--- src/rtl/despachador_pkg.sv ---
// rtl/despachador_pkg.sv - shared state encoding and default widths for the result-path dispatcher
package despachador_pkg;

    localparam int          PTR_W_DEF     = 2;
    localparam int          BOUNTY_W_DEF  = 24;
    localparam int          NONCE_W_DEF   = 32;
    localparam int          TARGET_W_DEF  = 8;
    localparam logic [31:0] NONCE_LIM_DEF = 32'h0000_FFFF;

    typedef enum logic [2:0] {
        IDLE,
        LOAD,
        LATCH,
        REQ,
        WAIT,
        WRITE,
        DONE
    } estado_t;

endpackage

--- src/rtl/contador_nonce.sv ---
// rtl/contador_nonce.sv - per-entry nonce counter with wrap; limit flag under DESPACHADOR_TIMEOUT_EN
module contador_nonce
    import despachador_pkg::*;
#(
    parameter int NONCE_W = NONCE_W_DEF
`ifdef DESPACHADOR_TIMEOUT_EN
    , parameter logic [NONCE_W-1:0] NONCE_LIM = NONCE_W'(NONCE_LIM_DEF)
`endif
) (
    input  logic               clk,
    input  logic               rst_n,
    input  logic               clr_i,
    input  logic               inc_i,
    output logic [NONCE_W-1:0] nonce_o
`ifdef DESPACHADOR_TIMEOUT_EN
    , output logic             en_limite_o
`endif
);

    logic [NONCE_W-1:0] cuenta_q;

    // Plain binary add: all-ones rolls over to zero and the search continues.
    always_ff @(posedge clk or negedge rst_n) begin
        if (!rst_n) begin
            cuenta_q <= '0;
        end else if (clr_i) begin
            cuenta_q <= '0;
        end else if (inc_i) begin
            cuenta_q <= cuenta_q + NONCE_W'(1);
        end
    end

    assign nonce_o = cuenta_q;

`ifdef DESPACHADOR_TIMEOUT_EN
    assign en_limite_o = (cuenta_q == NONCE_LIM);
`endif

endmodule

--- src/rtl/despachador_entradas.sv ---
// rtl/despachador_entradas.sv - walks input entries, searches a nonce per bounty, writes results; DESPACHADOR_TIMEOUT_EN bounds the search
module despachador_entradas
    import despachador_pkg::*;
#(
    parameter int PTR_W    = PTR_W_DEF,
    parameter int BOUNTY_W = BOUNTY_W_DEF,
    parameter int NONCE_W  = NONCE_W_DEF,
    parameter int TARGET_W = TARGET_W_DEF
`ifdef DESPACHADOR_TIMEOUT_EN
    , parameter logic [NONCE_W-1:0] NONCE_LIM = NONCE_W'(NONCE_LIM_DEF)
`endif
) (
    input  logic                clk,
    input  logic                reset_L,
    input  logic                start,
    input  logic [PTR_W-1:0]    num_entradas,
    input  logic [TARGET_W-1:0] target,
    output logic [PTR_W-1:0]    entry_addr,
    input  logic [BOUNTY_W-1:0] bounty_in,
    output logic                hash_req,
    output logic [BOUNTY_W-1:0] hash_bounty,
    output logic [NONCE_W-1:0]  hash_nonce,
    input  logic                hash_ack,
    input  logic [TARGET_W-1:0] hash_msb,
    output logic                wr_en,
    output logic [PTR_W-1:0]    wr_ptr,
    output logic [BOUNTY_W-1:0] bounty_out,
    output logic [NONCE_W-1:0]  nonce_out,
`ifdef DESPACHADOR_TIMEOUT_EN
    output logic                sin_hit,
`endif
    output logic                valid
);

    // Reset asserts immediately but releases only after two clean clock edges.
    logic [1:0] rst_sync_q;
    logic       rst_n;

    always_ff @(posedge clk or negedge reset_L) begin
        if (!reset_L) begin
            rst_sync_q <= 2'b00;
        end else begin
            rst_sync_q <= {rst_sync_q[0], 1'b1};
        end
    end

    assign rst_n = rst_sync_q[1];

    estado_t             estado_q, estado_d;
    logic [PTR_W-1:0]    idx_q, idx_d;
    logic [PTR_W-1:0]    num_q, num_d;
    logic [TARGET_W-1:0] target_q, target_d;
    logic [BOUNTY_W-1:0] bounty_q, bounty_d;
    logic [NONCE_W-1:0]  nonce;
    logic                ctr_clr, ctr_inc;
    logic                hit;
`ifdef DESPACHADOR_TIMEOUT_EN
    logic                sin_hit_q, sin_hit_d;
    logic                en_limite;
`endif

    contador_nonce #(
        .NONCE_W   (NONCE_W)
`ifdef DESPACHADOR_TIMEOUT_EN
        , .NONCE_LIM (NONCE_LIM)
`endif
    ) u_contador (
        .clk         (clk),
        .rst_n       (rst_n),
        .clr_i       (ctr_clr),
        .inc_i       (ctr_inc),
        .nonce_o     (nonce)
`ifdef DESPACHADOR_TIMEOUT_EN
        , .en_limite_o (en_limite)
`endif
    );

    assign hit = (hash_msb < target_q);

    always_ff @(posedge clk or negedge rst_n) begin
        if (!rst_n) begin
            estado_q  <= IDLE;
            idx_q     <= '0;
            num_q     <= '0;
            target_q  <= '0;
            bounty_q  <= '0;
`ifdef DESPACHADOR_TIMEOUT_EN
            sin_hit_q <= 1'b0;
`endif
        end else begin
            estado_q  <= estado_d;
            idx_q     <= idx_d;
            num_q     <= num_d;
            target_q  <= target_d;
            bounty_q  <= bounty_d;
`ifdef DESPACHADOR_TIMEOUT_EN
            sin_hit_q <= sin_hit_d;
`endif
        end
    end

    always_comb begin
        estado_d  = estado_q;
        idx_d     = idx_q;
        num_d     = num_q;
        target_d  = target_q;
        bounty_d  = bounty_q;
        ctr_clr   = 1'b0;
        ctr_inc   = 1'b0;
`ifdef DESPACHADOR_TIMEOUT_EN
        sin_hit_d = sin_hit_q;
`endif
        case (estado_q)
            IDLE, DONE: begin
                if (start) begin
                    idx_d    = '0;
                    num_d    = num_entradas;
                    target_d = target;
                    estado_d = LOAD;
                end
            end
            LOAD: estado_d = LATCH;
            LATCH: begin
                bounty_d  = bounty_in;
                ctr_clr   = 1'b1;
`ifdef DESPACHADOR_TIMEOUT_EN
                sin_hit_d = 1'b0;
`endif
                estado_d  = REQ;
            end
            REQ: estado_d = WAIT;
            WAIT: begin
                if (hash_ack) begin
                    if (hit) begin
                        estado_d = WRITE;
`ifdef DESPACHADOR_TIMEOUT_EN
                    end else if (en_limite) begin
                        sin_hit_d = 1'b1;
                        estado_d  = WRITE;
`endif
                    end else begin
                        ctr_inc  = 1'b1;
                        estado_d = REQ;
                    end
                end
            end
            WRITE: begin
                if (idx_q == num_q) begin
                    estado_d = DONE;
                end else begin
                    idx_d    = idx_q + PTR_W'(1);
                    estado_d = LOAD;
                end
            end
            default: estado_d = IDLE;
        endcase
    end

    // Bounty and nonce registers feed both the hash core and the result port.
    assign entry_addr  = idx_q;
    assign hash_req    = (estado_q == REQ);
    assign hash_bounty = bounty_q;
    assign hash_nonce  = nonce;
    assign wr_en       = (estado_q == WRITE);
    assign wr_ptr      = idx_q;
    assign bounty_out  = bounty_q;
    assign nonce_out   = nonce;
    assign valid       = (estado_q == DONE);
`ifdef DESPACHADOR_TIMEOUT_EN
    assign sin_hit     = sin_hit_q;
`endif

endmodule

--- config.mk ---
export PLATFORM = sky130hd
export DESIGN_NAME = despachador_entradas
export DESIGN_NICKNAME = d
export VERILOG_FILES = /design/src/rtl/despachador_pkg.sv /design/src/rtl/contador_nonce.sv /design/src/rtl/despachador_entradas.sv
export SDC_FILE = /design/constraint.sdc
export NUM_CORES = 1
export LEC_CHECK = 0
export ABC_AREA = 0
export BUFFER_PORTS_ARGS = -buffer_cell sky130_fd_sc_hd__buf_2
export CAP_MARGIN = 30
export CORE_MARGIN = 3
export CORE_UTILIZATION = 49
export CTS_CLUSTER_DIAMETER = 200
export DETAILED_ROUTE_END_ITERATION = 12
export GPL_ROUTABILITY_DRIVEN = 0
export PLACE_DENSITY_LB_ADDON = 0.05
export SLEW_MARGIN = 20
export SYNTH_ARGS = -nofsm -noshare
export SYNTH_HDL_FRONTEND = slang
export SYNTH_SLANG_ARGS = --single-unit
--- constraint.sdc ---
create_clock -name clk -period 3.2 [get_ports clk]
set_input_delay 0.16 -clock clk [delete_from_list [all_inputs] [get_ports clk]]
set_output_delay 0.16 -clock clk [all_outputs]
set_load 0.01 [all_outputs]
# Word level (Yosys, flattened, before mapping)
# Cells that the tools add are included.
# totals
reg_bits,73
inputBits,46
# op_classes
add_sub_neg,2
magnitude_cmp,1
n_eq_ne,10
mux,14
n_reduce_logical,7
# op_table
op,count
two-way mux 32 bit,2
adder 32 x 1 -> 32 bit (second input constant),1
case mux 3 bit (6 select lines),1
two-way mux 3 bit,4
== test 3 bit (second input constant),3
< comparator 8 bit,1
== test 3 x 2 -> 1 bit (second input constant),2
!= test 2 bit (second input constant),3
two-way mux 1 bit,4
two-way mux 2 bit,2
case mux 2 bit (2 select lines),1
AND reduction 2 bit,2
nonzero test 2 bit,2
== test 3 x 1 -> 1 bit (second input constant),1
zero test 3 bit,1
AND reduction 3 bit,1
adder 2 x 1 -> 2 bit (second input constant),1
== test 2 bit,1
OR reduction 2 bit,1

# Depth between registers and ports, before layout
# logic_depth
depth_word,6
ltp_mapped,9
mapped_depth_nobuf,7

# Modules after synthesis
# A second synthesis with hierarchy kept.
# unflattened
cells_unflattened,384
hier_area_um2,4010.1
# by_module_without_submodules
module,instances,cells_each,area_each_um2,seq_area_each_um2
despachador_entradas,1,208,2329.7,1026.0
contador_nonce,1,176,1680.4,800.8

# Worst setup path after synthesis
# No wires, ideal clock.
# synth_timing
path_type,register to register
start,register u_contador.cuenta_q[3] (netlist: u_contador.nonce_o[3])
end,register u_contador.cuenta_q[25] (netlist: u_contador.nonce_o[25])
arrival_ns,2.355
required_time_ns,3.078
setup_slack_ns,0.722
path_stages_with_launch,7
path_buffers,1
period_less_slack_ns,2.478
path_cell_list,dfrtp_1 nand3_1 or4_1 buf_2 or4_4 or4_4 mux2i_1
# synth_between
elab_chain_len,3
# synth_lines
element,line_no,text
start: declaration,contador_nonce.sv:20,logic [NONCE_W-1:0] cuenta_q;
start signal: assignment,contador_nonce.sv:29,cuenta_q <= cuenta_q + NONCE_W'(1);
adder 32 x 1 -> 32 bit,contador_nonce.sv:29,
two-way mux 32 bit,contador_nonce.sv:28,end else if (inc_i) begin
two-way mux 32 bit,contador_nonce.sv:26,end else if (clr_i) begin
# No other way between the ends. The select of a mux whose other input is x is not followed.
# A chain may end at the register's enable or synchronous reset.

# Worst setup path after layout
# Same ends and word-level chain as after synthesis.

==> results.toml <==
[status]
run_status = "complete, no violations"

[detailed_routing]
vias = 3615
avgRoutedWirePerCell_um = 14.5
drtAntennaViolNets = 0
drt_iter0_drc = 90
routed_wl_mm = 9.98
firstDrtPassIters = 4
drc = 0
routed_via_density = 5.25

[pwr]
p_per_area_nw_per_um2 = 751
peakVddDrop_mv = 0.336
p_leak_uw = 0.00262

[finish]
fin_util_pct = 63.4
fillers = 713
nets = 635
drive_gt1_share_pct = 35.8
instances_no_fill = 688
area_delta_synth_final_pct = 22.0
n_antenna_cell = 0

[global_routing]
antenna_found_initial = 0
grt_pass1_vias = 3376
grt_max_degree = 56
grt_pass1_wl_mm = 16.3
grt.overflow.total = 0
grt.total_usage_pct = 20.7

[clock_tree]
post_cts_resized = 0
worstSkewPairLatency_ns = 0.34
postCtsHoldBufs = 15
cts_tree = "built"
clkTransAtPathRegs_ns = 0.08
cts_buffers = 9
clock_path_buffers = 2
postCtsSetupBuffers = 0
root_buffer = "clkbuf_8"
clock-sinks = 73
ctsHtreeMaxLevel = 3

[timing]
layout_setup_ws_ns = 0.626
skew_ns = 0.00583
slew_headroom_pct = 43.5
setup_tns_ns = 0
rsz0062_at_grt = "false"
fin_crit_ns = 2.57
whs_ns = 0.0121
final_hold_viol_count = 0
clock.fmax_ghz = 0.388
period_share_pct = 80.4
setup_viol = 0
drv_slew = 0
worst_pin_slew_ns = 0.848

[critical_path]
cp-end-kind = "register"
critPathKind = "reg2reg"
crit_path_frequent_cell = "or4_4"
path_cells = "nand3_1 -> or4_1 -> or4_4 -> or4_4 -> mux2i_1"
cp_num_buf_inv = 0
rrSetupSlack_ns = 0.63
cp_max_fo = 8
critPathRequiredTime_ns = 3.42
worst_setup_path_start_kind = "register"
cpPeakStageDelay_ns = 0.68
path_delay_family = "simple AND/OR/NAND/NOR gates"
crit_slowest_cell = "or4_1"
cp.arrival_ns = 2.80

[synthesis]
netlist_instances = 460
ys_types = 46
ys_ff_latch = 73
ys_async_sr_fraction_pct = 100
synth_edf_count = 0
ys.flop_type = "dfrtp_1"
seq_area_frac_synth_pct = 44.3
netlist_area_um2 = 4120
syn_avg_cell_area_um2 = 8.96
syn_nets = 514
yosysWarnings = 0

[worst_hold_path]
hold_class = "in2reg"

[floorplanning]
core-area_um2 = 7930
die_h_um = 97.7
die_width_um = 97.7
boundaryPins = 165
initial_core_util_pct = 52.0
rows = 32
die-area_um2 = 9550

[place]
port_buffers = 164
placed_cells = 657
pre_cts_slack_ns = 0.636
hpwlAfterDp_mm = 7.21

[job]
drv_cap = 0
## flip-flops by register name, summed over array words and instances (netlist names)
name                count
target_q                8
u_contador.nonce_o     32
entry_addr              2
bounty_out             24
estado_q                3
rst_sync_q              2
num_q                   2
## layout make-up
cell class,instances,area (um^2),share of cell area (%)
clock buffer,11,141,2.81
clock inverter,5,103,2.04
inverter,14,52.6,1.05
multi-input combinational,295,1740,34.6
sequential,73,1830,36.4
tap,102,128,2.54
timing repair buffer,188,1040,20.7
## cells in the mapped netlist, types with 4 or more instances
master,n,share of area (%)
nand2_1,105,9.6
dfrtp_1,73,44
buf_4,58,11
a21oi_1,30,3.6
clkbuf_1,19,1.7
o21ai_0,17,2.1
nand3_1,16,1.9
inv_1,14,1.3
o31ai_1,14,2.6
or4_1,13,2.4
nand4_1,12,1.8
nor2_1,11,1.0
ha_1,8,2.4
mux2i_1,7,1.7
nand2b_1,6,0.91
mux2_2,5,1.4
o41ai_1,4,0.85
## worst min-delay path, delay by kind of cell
kind,cells,cell delay [ns]
buffers and inverters,1,0.07
and+or+nand+nor,1,0.03
AOI/OAI and AO/OA,1,0.06
## cells in the final DEF (no fill, tap or decap), types with 2 or more instances in the layout
master / instances
buf_2: 164
nand2_1: 105
dfrtp_1: 72
a21oi_1: 30
o21ai_0: 17
nand3_1: 16
dlygate4sd3_1: 15
inv_1: 14
o31ai_1: 14
or4_1: 13
nand4_1: 12
nor2_1: 11
clkbuf_8: 10
buf_4: 9
ha_1: 8
mux2i_1: 7
nand2b_1: 6
mux2_2: 5
o41ai_1: 4
nor4_1: 3
nor3_1: 3
or3_1: 3
and3_1: 3
or4b_2: 3
bufinv_16: 3
and2b_2: 2
and2_1: 2
o21a_1: 2
a31o_2: 2
and4_1: 2
nand4b_1: 2
xnor2_1: 2
or4_4: 2
## per-stage QoR
step           instance area, um^2  total power (uW)
4_1_cts                       5030              3820
5_1_grt                       5030              4040
3_3_place_gp                  4630              2860
2_1_floorplan                 4120              2500
6_report                      5030              3770
3_5_place_dp                  4630              2910
## logic make-up after synthesis
kind of cell | synth area share (%)
AND/OR/NAND/NOR | 25.0
buffers and inverters | 13.7
AO/OA/AOI/OAI | 11.0
flip-flops | 44.3
multiplexers | 3.07
adder cells (fa/ha/maj) | 2.43
XOR/XNOR | 0.425
other | 0.0910
## path summary, 6_finish.rpt
kind | startpoint | to | cells after the start
max | u_contador.nonce_o[3] | u_contador.nonce_o[25] | 5
min | target[7] | target_q[7] | 3
max reg2reg | u_contador.nonce_o[3] | u_contador.nonce_o[25] | 5
min reg2reg | rst_sync_q[1] | u_contador.nonce_o[14] | 0
max in group asynchronous | rst_sync_q[1] | u_contador.nonce_o[24] | 1
min in group asynchronous | reset_L | rst_sync_q[1] | 2
## power breakdown
part | internal (uW) | switching [uW] | leakage [uW]
Combinational | 599 | 947 | 0.00155
Clock | 538 | 348 | 0.000120
Sequential | 1170 | 173 | 0.000951
Total | 2310 | 1470 | 0.00262
## metal layers
| metal | up-vias | global-route usage, % | share of wire (%) | wire, um |
|---|---|---|---|---|
| met5 | - | 0 | 0 | 0 |
| met4 | 0 | 7.14 | 1.4 | 136 |
| met3 | 10 | 3.52 | 5.4 | 534 |
| met2 | 102 | 35.1 | 49 | 4900 |
| met1 | 1712 | 27.0 | 44 | 4410 |
| li1 | 1791 | - | - | - |
Note: power is estimated with default switching activity, not from simulation.
